File: src/rtl/uart_frame_rx_module.sv
// Oversampling UART receiver that assembles BYTES_PER_FRAME characters into one
// frame word. It checks optional parity and the stop bit, tracks bus idle, aborts
// frames on inter-byte timeout and flags collisions against the local transmitter.
module uart_frame_rx_module #(
  parameter int unsigned CLKS_PER_BIT    = 434,
  parameter int unsigned DATA_BITS       = 8,
  parameter int unsigned BYTES_PER_FRAME = 4,
  parameter int unsigned PARITY_EN       = 0,
  parameter int unsigned PARITY_ODD      = 0,
  parameter int unsigned IDLE_BITS       = 11
) (
  input  logic                                 CLK,
  input  logic                                 RST,
  input  logic                                 Rx_Pin_In,
  input  logic                                 Rx_En_Sig,
  input  logic                                 Tx_Active,
  input  logic                                 Tx_Pin_Loopback,
  output logic [DATA_BITS*BYTES_PER_FRAME-1:0] Rx_Data,
  output logic                                 Rx_Done_Sig,
  output logic                                 Rx_Err_Sig,
  output logic                                 Tx_Cancel,
  output logic                                 Start_Rx,
  output logic                                 Bus_Idle
);

  localparam int unsigned FRAME_W     = DATA_BITS * BYTES_PER_FRAME;
  localparam int unsigned CNT_W       = $clog2(CLKS_PER_BIT);
  localparam int unsigned IDLE_CYCLES = IDLE_BITS * CLKS_PER_BIT;
  localparam int unsigned IDLE_W      = $clog2(IDLE_CYCLES + 1);

  localparam logic [CNT_W-1:0]  SAMPLE_A   = CNT_W'(CLKS_PER_BIT / 2 - 1);
  localparam logic [CNT_W-1:0]  SAMPLE_B   = CNT_W'(CLKS_PER_BIT / 2);
  localparam logic [CNT_W-1:0]  SAMPLE_C   = CNT_W'(CLKS_PER_BIT / 2 + 1);
  localparam logic [CNT_W-1:0]  CNT_LAST   = CNT_W'(CLKS_PER_BIT - 1);
  localparam logic [IDLE_W-1:0] IDLE_LIMIT = IDLE_W'(IDLE_CYCLES);
  localparam logic [3:0]        LAST_BIT   = 4'(DATA_BITS - 1);
  localparam logic [3:0]        LAST_K     = 4'(BYTES_PER_FRAME - 1);
  localparam logic              ODD_PAR    = (PARITY_ODD != 0);
  localparam logic              HAS_PAR    = (PARITY_EN != 0);

  typedef enum logic [2:0] {
    StIdle, StStart, StData, StParity, StStop, StGap, StBreak
  } state_e;

  state_e               state_q, state_d;
  logic                 rx_meta_q, rx_sync_q, rx_prev_q;
  logic [CNT_W-1:0]     cnt_q, cnt_d;
  logic                 s0_q, s0_d, s1_q, s1_d;
  logic [3:0]           bit_idx_q, bit_idx_d;
  logic [3:0]           k_q, k_d;
  logic [DATA_BITS-1:0] shift_q, shift_d;
  logic                 par_err_q, par_err_d;
  logic [IDLE_W-1:0]    gap_q, gap_d;
  logic [IDLE_W-1:0]    idle_cnt_q, idle_cnt_d;
  logic                 bus_idle_q, bus_idle_d;
  logic [FRAME_W-1:0]   frame_q, frame_d, frame_ins;
  logic [FRAME_W-1:0]   rx_data_q, rx_data_d;
  logic                 done_q, done_d, err_q, err_d;
  logic                 cancel_q, cancel_d, start_q, start_d;

  logic fall, maj, decide, bit_state, exp_par;

  assign fall      = rx_prev_q & ~rx_sync_q;
  assign maj       = (s0_q & s1_q) | (s0_q & rx_sync_q) | (s1_q & rx_sync_q);
  assign decide    = (cnt_q == SAMPLE_C);
  assign bit_state = (state_q == StStart) || (state_q == StData) ||
                     (state_q == StParity) || (state_q == StStop);
  assign exp_par   = (^shift_q) ^ ODD_PAR;

  // Current frame buffer with the just-completed character dropped into slot k.
  always_comb begin
    frame_ins = frame_q;
    for (int i = 0; i < int'(BYTES_PER_FRAME); i++) begin
      if (k_q == 4'(i)) frame_ins[i*DATA_BITS +: DATA_BITS] = shift_q;
    end
  end

  // Bus idle counter: saturating count of synchronised high cycles.
  always_comb begin
    if (!rx_sync_q) begin
      idle_cnt_d = '0;
    end else if (idle_cnt_q == IDLE_LIMIT) begin
      idle_cnt_d = idle_cnt_q;
    end else begin
      idle_cnt_d = idle_cnt_q + 1'b1;
    end
    bus_idle_d = rx_sync_q && (idle_cnt_d == IDLE_LIMIT);
  end

  // Receive FSM next-state, bit sampling and pulse generation.
  always_comb begin
    state_d   = state_q;
    cnt_d     = cnt_q;
    s0_d      = s0_q;
    s1_d      = s1_q;
    bit_idx_d = bit_idx_q;
    k_d       = k_q;
    shift_d   = shift_q;
    par_err_d = par_err_q;
    gap_d     = gap_q;
    frame_d   = frame_q;
    rx_data_d = rx_data_q;
    done_d    = 1'b0;
    err_d     = 1'b0;
    cancel_d  = 1'b0;
    start_d   = 1'b0;

    if (bit_state) begin
      cnt_d = (cnt_q == CNT_LAST) ? '0 : cnt_q + 1'b1;
      if (cnt_q == SAMPLE_A) s0_d = rx_sync_q;
      if (cnt_q == SAMPLE_B) s1_d = rx_sync_q;
      // Reception is unaffected by a collision; the transmitter just gets told.
      if (decide && Tx_Active && (maj != Tx_Pin_Loopback)) cancel_d = 1'b1;
    end

    case (state_q)
      StIdle: begin
        cnt_d = '0;
        if (Rx_En_Sig && fall) state_d = StStart;
      end
      StStart: begin
        if (decide) begin
          if (maj) begin
            state_d = (k_q == '0) ? StIdle : StGap;
            gap_d   = '0;
          end else begin
            state_d   = StData;
            bit_idx_d = '0;
            par_err_d = 1'b0;
            start_d   = (k_q == '0);
          end
        end
      end
      StData: begin
        if (decide) begin
          shift_d = {maj, shift_q[DATA_BITS-1:1]};
          if (bit_idx_q == LAST_BIT) begin
            state_d = HAS_PAR ? StParity : StStop;
          end else begin
            bit_idx_d = bit_idx_q + 1'b1;
          end
        end
      end
      StParity: begin
        if (decide) begin
          par_err_d = (maj != exp_par);
          state_d   = StStop;
        end
      end
      StStop: begin
        if (decide) begin
          if (!maj) begin
            err_d   = 1'b1;
            k_d     = '0;
            state_d = StBreak;
          end else if (par_err_q) begin
            err_d   = 1'b1;
            k_d     = '0;
            state_d = StIdle;
          end else begin
            frame_d = frame_ins;
            if (k_q == LAST_K) begin
              rx_data_d = frame_ins;
              done_d    = 1'b1;
              k_d       = '0;
              state_d   = StIdle;
            end else begin
              k_d     = k_q + 1'b1;
              gap_d   = '0;
              state_d = StGap;
            end
          end
        end
      end
      StGap: begin
        if (fall) begin
          state_d = StStart;
          cnt_d   = '0;
        end else if (gap_q == IDLE_LIMIT - 1'b1) begin
          err_d   = 1'b1;
          k_d     = '0;
          state_d = StIdle;
        end else begin
          gap_d = rx_sync_q ? gap_q + 1'b1 : '0;
        end
      end
      StBreak: begin
        if (rx_sync_q) state_d = StIdle;
      end
      default: state_d = StIdle;
    endcase

    // Disabling mid-frame silently abandons whatever was in flight.
    if (!Rx_En_Sig && (state_q != StIdle)) begin
      state_d   = StIdle;
      cnt_d     = '0;
      k_d       = '0;
      frame_d   = frame_q;
      rx_data_d = rx_data_q;
      done_d    = 1'b0;
      err_d     = 1'b0;
      cancel_d  = 1'b0;
      start_d   = 1'b0;
    end
  end

  // Synchroniser, FSM state and output registers.
  always_ff @(posedge CLK or posedge RST) begin
    if (RST) begin
      rx_meta_q  <= 1'b1;
      rx_sync_q  <= 1'b1;
      rx_prev_q  <= 1'b1;
      state_q    <= StIdle;
      cnt_q      <= '0;
      s0_q       <= 1'b0;
      s1_q       <= 1'b0;
      bit_idx_q  <= '0;
      k_q        <= '0;
      shift_q    <= '0;
      par_err_q  <= 1'b0;
      gap_q      <= '0;
      idle_cnt_q <= '0;
      bus_idle_q <= 1'b0;
      frame_q    <= '0;
      rx_data_q  <= '0;
      done_q     <= 1'b0;
      err_q      <= 1'b0;
      cancel_q   <= 1'b0;
      start_q    <= 1'b0;
    end else begin
      rx_meta_q  <= Rx_Pin_In;
      rx_sync_q  <= rx_meta_q;
      rx_prev_q  <= rx_sync_q;
      state_q    <= state_d;
      cnt_q      <= cnt_d;
      s0_q       <= s0_d;
      s1_q       <= s1_d;
      bit_idx_q  <= bit_idx_d;
      k_q        <= k_d;
      shift_q    <= shift_d;
      par_err_q  <= par_err_d;
      gap_q      <= gap_d;
      idle_cnt_q <= idle_cnt_d;
      bus_idle_q <= bus_idle_d;
      frame_q    <= frame_d;
      rx_data_q  <= rx_data_d;
      done_q     <= done_d;
      err_q      <= err_d;
      cancel_q   <= cancel_d;
      start_q    <= start_d;
    end
  end

  assign Rx_Data     = rx_data_q;
  assign Rx_Done_Sig = done_q;
  assign Rx_Err_Sig  = err_q;
  assign Tx_Cancel   = cancel_q;
  assign Start_Rx    = start_q;
  assign Bus_Idle    = bus_idle_q;

endmodule

File: config.mk
export PLATFORM = sky130hd
export DESIGN_NAME = uart_frame_rx_module
export DESIGN_NICKNAME = d
export VERILOG_FILES = /design/src/rtl/uart_frame_rx_module.sv
export SDC_FILE = /design/constraint.sdc
export NUM_CORES = 1
export LEC_CHECK = 0
export CAP_MARGIN = 25
export CORE_MARGIN = 5
export CORE_UTILIZATION = 30
export DETAILED_ROUTE_END_ITERATION = 8
export PLACE_DENSITY = 0.48
export SLEW_MARGIN = 10
export SYNTH_ARGS = -nofsm -noshare
export SYNTH_HDL_FRONTEND = slang
export SYNTH_SLANG_ARGS = --single-unit
File: constraint.sdc
create_clock -name CLK -period 5.4 [get_ports CLK]
set_input_delay 0.54 -clock CLK [delete_from_list [all_inputs] [get_ports CLK]]
set_output_delay 0.54 -clock CLK [all_outputs]
set_load 0.005 [all_outputs]
==> flow_metrics.py, run 1 <==
metrics = {
    "critical_path": {
        "critical_path.cell_chain": "nor3b_1 > nand2_1 > or3_1 > nor2b_1 > mux2_2",
        "endpoint_kind": "flop",
        "cp_data_arrival_time_ns": 3.19,
        "crit_slowest_cell": "dfrtp_1",
        "cp-endpoint": "frame_q[15]",
        "crit_type": "reg -> reg",
        "rr_worst_depth": 5,
        "crit_path_start": "state_q[1]",
        "ff2ff_setup_slack_ns": 2.51,
        "r2r-start": "state_q[1]",
        "startpoint_type": "flop",
        "reg2reg_to": "frame_q[15]",
        "crit_path_max_incr_delay_ns": 0.62,
        "cp.required_ns": 5.70,
        "worstPathMaxFanout": 22,
    },
    "clocking": {
        "cts_max_level": 4,
        "cts_tree": "done",
        "post_cts_buffers": 0,
        "cts_buffer_depth": 2,
        "cts_buffers": 17,
        "cts_sinks": 121,
        "path_clk_slew_ns": 0.06,
        "root_buffer": "clkbuf_16",
        "insertion_delay_ns": 0.41,
        "post_cts_resize_count": 0,
        "holdBufCountCts": 0,
    },
    "final_layout": {
        "nets": 650,
        "diodes": 0,
        "area_delta_synth_final_pct": 18.8,
        "fill_cells": 2016,
        "drive_above_1_share_pct": 14.9,
    },
    "sta": {
        "period_share_pct": 53.6,
        "relSlewSlack_pct": 39.7,
        "final-hold-violation-count": 0,
        "clock.fmax_mhz": 346,
        "slew_violations": 0,
        "rsz0062_at_grt": "false",
        "fin_skew_ns": 0.00869,
        "min_period_ns": 2.89,
        "final-setup-viol-count": 0,
        "worst_pin_slew_ns": 0.898,
        "setup_tns_ns": 0,
    },
    "logic_synthesis": {
        "ys_warn_count": 0,
        "syn_area_per_cell_um2": 10.3,
        "synth_top_cell_area_share_pct": 47.7,
        "synth_area_leaders": "dfrtp_1, mux2_2, nand2_1",
        "synth_nets": 620,
        "synth-edff-count": 0,
        "synthArstFlopShare_pct": 100,
        "synth_cells": 601,
        "ys_seq_area_share_pct": 49.0,
        "syn_area_um2": 6190,
        "synth-seq-cells": 121,
        "synthFlopType": "dfrtp_1",
        "synth_cell_types": 69,
        "synth.largest_area_cell": "dfrtp_1",
    },
    "die": {
        "core_um2": 20300,
        "initial_core_util_pct": 30.5,
        "die_h_um": 154,
        "ios": 43,
        "die_area_um2": 23600,
        "rows": 52,
        "dieWidth_um": 154,
    },
    "routing": {
        "viasPerCell": 4.88,
        "finalWirelength_um": 13300,
        "final_antenna_net_count": 0,
        "first_iter_violations": 222,
        "dr_total_vias": 4463,
        "drtPass1Iterations": 4,
        "detail_route.wl_per_cell_um": 14.5,
        "drc": 0,
    },
    "power_and_ir_drop": {
        "power_density_nw_per_um2": 324,
        "power.total_mw": 2.38,
        "vdd_drop_max_mv": 0.172,
        "power.leakage_nw": 3.05,
    },
    "job": {
        "maxCapViolations": 0,
    },
    "worst_hold_path": {
        "hp-class": "reg -> reg",
        "hold_depth": 0,
    },
    "status": {
        "status": "completed",
    },
    "grt": {
        "grt_first_pass_wirelength_um": 22900,
        "antenna_found_initial": 0,
        "grt_max_degree": 66,
        "globalRouteTotalUtil_pct": 11.8,
        "grt_pass1_vias": 4519,
        "grt-ovfl-total": 0,
    },
    "placement": {
        "gp_congestion": 0.817,
        "hpwl_um": 9090,
        "portBuffers": 42,
    },
}
Yosys cell counts, types with 4 or more instances:
cell      count
nand2_1      80
nand3_1      23
or3_1         6
mux2_2       34
and3_1        9
dfrtp_1     118
mux2i_1      27
o21ai_2      10
a31oi_1      10
nor2_1       35
and2_1        8
o21a_1        6
nand2b_1      5
xor2_1        5
clkbuf_1      6
nor3b_1       5
a21oi_1      18
nor4_1        6
buf_2        12
buf_6         5
nor3_1       17
inv_1        14
buf_1         5
o21ai_0      31
nand4_1       4
nor2b_1       6
ha_1         13
buf_4         4
xnor2_1      22
cells in the final DEF (no fill, tap or decap), types with 8 or more instances in the layout:
cell type        synthesis  routed
a21oi_1                 18      18
a31oi_1                 10      10
and2_1                   8       8
and3_1                   9       9
clkbuf_16                0      17
clkdlybuf4s50_1          0      42
dfrtp_1                118     118
ha_1                    13      13
inv_1                   14      13
mux2_2                  34      34
mux2i_1                 27      27
nand2_1                 80      80
nand3_1                 23      23
nor2_1                  35      35
nor3_1                  17      17
o21ai_0                 31      31
o21ai_2                 10      10
xnor2_1                 22      22
report_power, final:
part / total, mW / internal (mW) / switching [mW]
registers: 0.978 / 0.928 / 0.0494
clock network: 1.07 / 0.647 / 0.423
logic: 0.330 / 0.129 / 0.201
cell type report:
cell class	instances	area [um^2]	share of cell area, %
clock buffers	19	443	6.03
repair buffers	44	448	6.10
inverters	15	58.8	0.800
flip-flops and latches	121	3030	41.3
clock inverters	13	121	1.65
well taps	270	338	4.60
multi-input cells	432	2910	39.6
metrics by stage:
step | setup slack, ns | cell area (um^2) | instances | utilization (%) | hold WS [ns]
after floorplan | 1.65 | 6190 | 601 | - | 0.345
after global placement | 2.31 | 6760 | 881 | 33.3 | 0.347
after detailed placement | 2.27 | 6760 | 881 | 33.3 | 0.350
after CTS | 2.33 | 7330 | 913 | 36.1 | 0.352
after global routing | 2.26 | 7350 | 914 | 36.2 | 0.353
final | 2.51 | 7350 | 914 | 36.2 | 0.352
critical path, delay by kind of cell (launching register included):
kind          cells  cell delay, ns
simple gates      4            1.74
mux               1            0.41
flops             1            0.62
state kept, by name, summed over array words and instances (netlist names), 3 cells and up:
name and count:
state_q 3, idle_cnt_q 13, Rx_Data 32, frame_q 24, gap_q 13, shift_q 8, bit_idx_q 4, k_q 4
cnt_q 9
kinds of logic after synthesis:
family / count (synthesis) / synth area share [%]
buf+inv: 48 / 4.02
simple gates: 226 / 18.7
mux: 62 / 10.7
compound gates: 103 / 10.9
fa+ha+maj: 14 / 2.81
flops: 121 / 49.0
xor+xnor: 27 / 3.82
routing by layer:
layer	vias up	global-route usage [%]	wire length, um
li1	2197	-	-
met1	2191	14.9	6200
met2	64	19.8	6490
met3	11	2.98	403
met4	0	4.04	172
met5	-	0	0
worst min-delay path by stage:
stage,startpoint,endpoint
finish,rx_meta_q,rx_sync_q
floorplan,rx_meta_q,rx_sync_q
global placement,rx_meta_q,rx_sync_q
detailed placement,rx_meta_q,rx_sync_q
CTS,rx_meta_q,rx_sync_q
global route,rx_meta_q,rx_sync_q
(Power assumes the default switching activity.)
==> run 2, diff against run 1 <==
clock period = 2.9 ns   (was 5.4 ns; I/O delays follow)
==> flow_metrics.py, run 2 (same netlist as run 1, synthesis figures left out) <==
metrics = {
    "status": {
        "status": "completed",
    },
    "critical_path": {
        "worstPathMaxFanout": 57,
        "crit_type": "reg -> reg",
        "crit_slowest_cell": "or4_2",
        "endpoint_kind": "flop",
        "worstSetupPathDepth": 7,
        "r2r-start": "rx_sync_q",
        "startpoint_type": "flop",
        "ff2ff_setup_slack_ns": 0.44,
        "cp.required_ns": 3.26,
        "critical_path.cell_chain": "maj3_2 > nand2b_1 > or4_2 > buf_12 > clkinv_1 > nand2_1 > nand2_1",
        "rr_worst_depth": 7,
        "crit_path_max_incr_delay_ns": 0.72,
        "cp_data_arrival_time_ns": 2.82,
        "cp_num_buf_inv": 2,
        "path_delay_family": "simple AND/OR/NAND/NOR gates",
        "reg2reg_to": "Rx_Data[26]",
        "crit_top_cell": "nand2_1",
    },
    "sta": {
        "worst_pin_slew_ns": 0.819,
        "final-setup-viol-count": 0,
        "final-hold-violation-count": 0,
        "slew_violations": 0,
        "min_period_ns": 2.46,
        "fin_skew_ns": 0.00896,
        "clock.fmax_mhz": 407,
        "setup_tns_ns": 0,
        "relSlewSlack_pct": 45.4,
        "period_share_pct": 84.7,
        "rsz0062_at_grt": "false",
    },
    "grt": {
        "grt-ovfl-total": 0,
        "antenna_found_initial": 0,
        "grt_first_pass_wirelength_um": 23400,
        "globalRouteTotalUtil_pct": 12.1,
        "grt_max_degree": 58,
        "grt_pass1_vias": 4576,
    },
    "placement": {
        "place_inst": 896,
        "portBuffers": 42,
        "hpwl_um": 9450,
        "gp_congestion": 0.841,
    },
    "routing": {
        "drtPass1Iterations": 5,
        "finalWirelength_um": 13700,
        "final_antenna_net_count": 0,
        "dr_total_vias": 4535,
        "viasPerCell": 4.89,
        "detail_route.wl_per_cell_um": 14.8,
        "first_iter_violations": 301,
        "drc": 0,
    },
    "clocking": {
        "cts_buffer_depth": 2,
        "holdBufCountCts": 0,
        "post_cts_resize_count": 0,
        "post_cts_buffers": 0,
        "cts_tree": "done",
        "cts_sinks": 121,
        "cts_max_level": 4,
        "path_clk_slew_ns": 0.06,
        "cts_buffers": 17,
        "root_buffer": "clkbuf_16",
        "insertion_delay_ns": 0.42,
    },
    "die": {
        "dieWidth_um": 154,
        "ios": 43,
        "rows": 52,
        "die_area_um2": 23600,
        "die_h_um": 154,
        "initial_core_util_pct": 30.5,
        "core_um2": 20300,
    },
    "worst_hold_path": {
        "hold_depth": 1,
        "holdPathEnd": "rx_meta_q",
        "hp-class": "in -> reg",
        "hold_start": "Rx_Pin_In",
    },
    "power_and_ir_drop": {
        "vdd_drop_max_mv": 0.402,
        "power_density_nw_per_um2": 627,
        "power.leakage_nw": 3.16,
    },
    "final_layout": {
        "final_cell_mix": "dfrtp_1, nand2_1, clkdlybuf4s50_1, nor2_1, mux2_2",
        "final_cells": 928,
        "drive_above_1_share_pct": 16.9,
        "layout_commonest_cell": "dfrtp_1",
        "final_util_pct": 37.1,
        "area_delta_synth_final_pct": 21.9,
        "diodes": 0,
        "largest_reg_flops": 32,
        "nets": 664,
    },
    "job": {
        "maxCapViolations": 0,
    },
}
[run 2: layout make-up]
type | instances | area [um^2]
flip-flops and latches | 121 | 3030
multi-input cells | 432 | 2910
inverters | 15 | 60.1
clock inverters | 14 | 185
fillers | 2003 | 12800
repair buffers | 58 | 578
clock buffers | 18 | 439
well taps | 270 | 338
[run 2: power by group]
group	internal, mW	switching (mW)
sequential	1.73	0.0436
clock	1.40	0.835
combinational	0.280	0.441
total	3.41	1.32
[run 2: per-layer routing]
layer | vias to the layer above | routed length [um] | share of wire (%) | GRT usage (%)
li1 | 2222 | - | - | -
met1 | 2219 | 6280 | 46 | 15.3
met2 | 79 | 6760 | 49 | 20.3
met3 | 15 | 484 | 3.5 | 3.15
met4 | 0 | 180 | 1.3 | 3.45
met5 | - | 0 | 0 | 0
[run 2: worst max path at each step]
stage	start	to	slack, ns
finish	rx_sync_q	Rx_Data[26]	0.44
global route	rx_sync_q	Rx_Data[31]	0.28
CTS	rx_sync_q	Rx_Data[26]	0.43
detailed placement	rx_sync_q	Rx_Data[26]	0.44
global placement	rx_sync_q	Rx_Data[27]	0.53
floorplan	rx_sync_q	frame_q[16]	0.70
[run 2: per-stage QoR]
step           cell area (um^2)  hold WS [ns]  total power [mW]  worst slack, ns
3_3_place_gp               6910         0.358              2.52            0.530
5_1_grt                    7540         0.278              4.95            0.276
6_report                   7540         0.300              4.73            0.445
2_1_floorplan              6190         0.294              2.34            0.696
3_5_place_dp               6910         0.350              2.53            0.445
4_1_cts                    7540         0.283              4.80            0.426
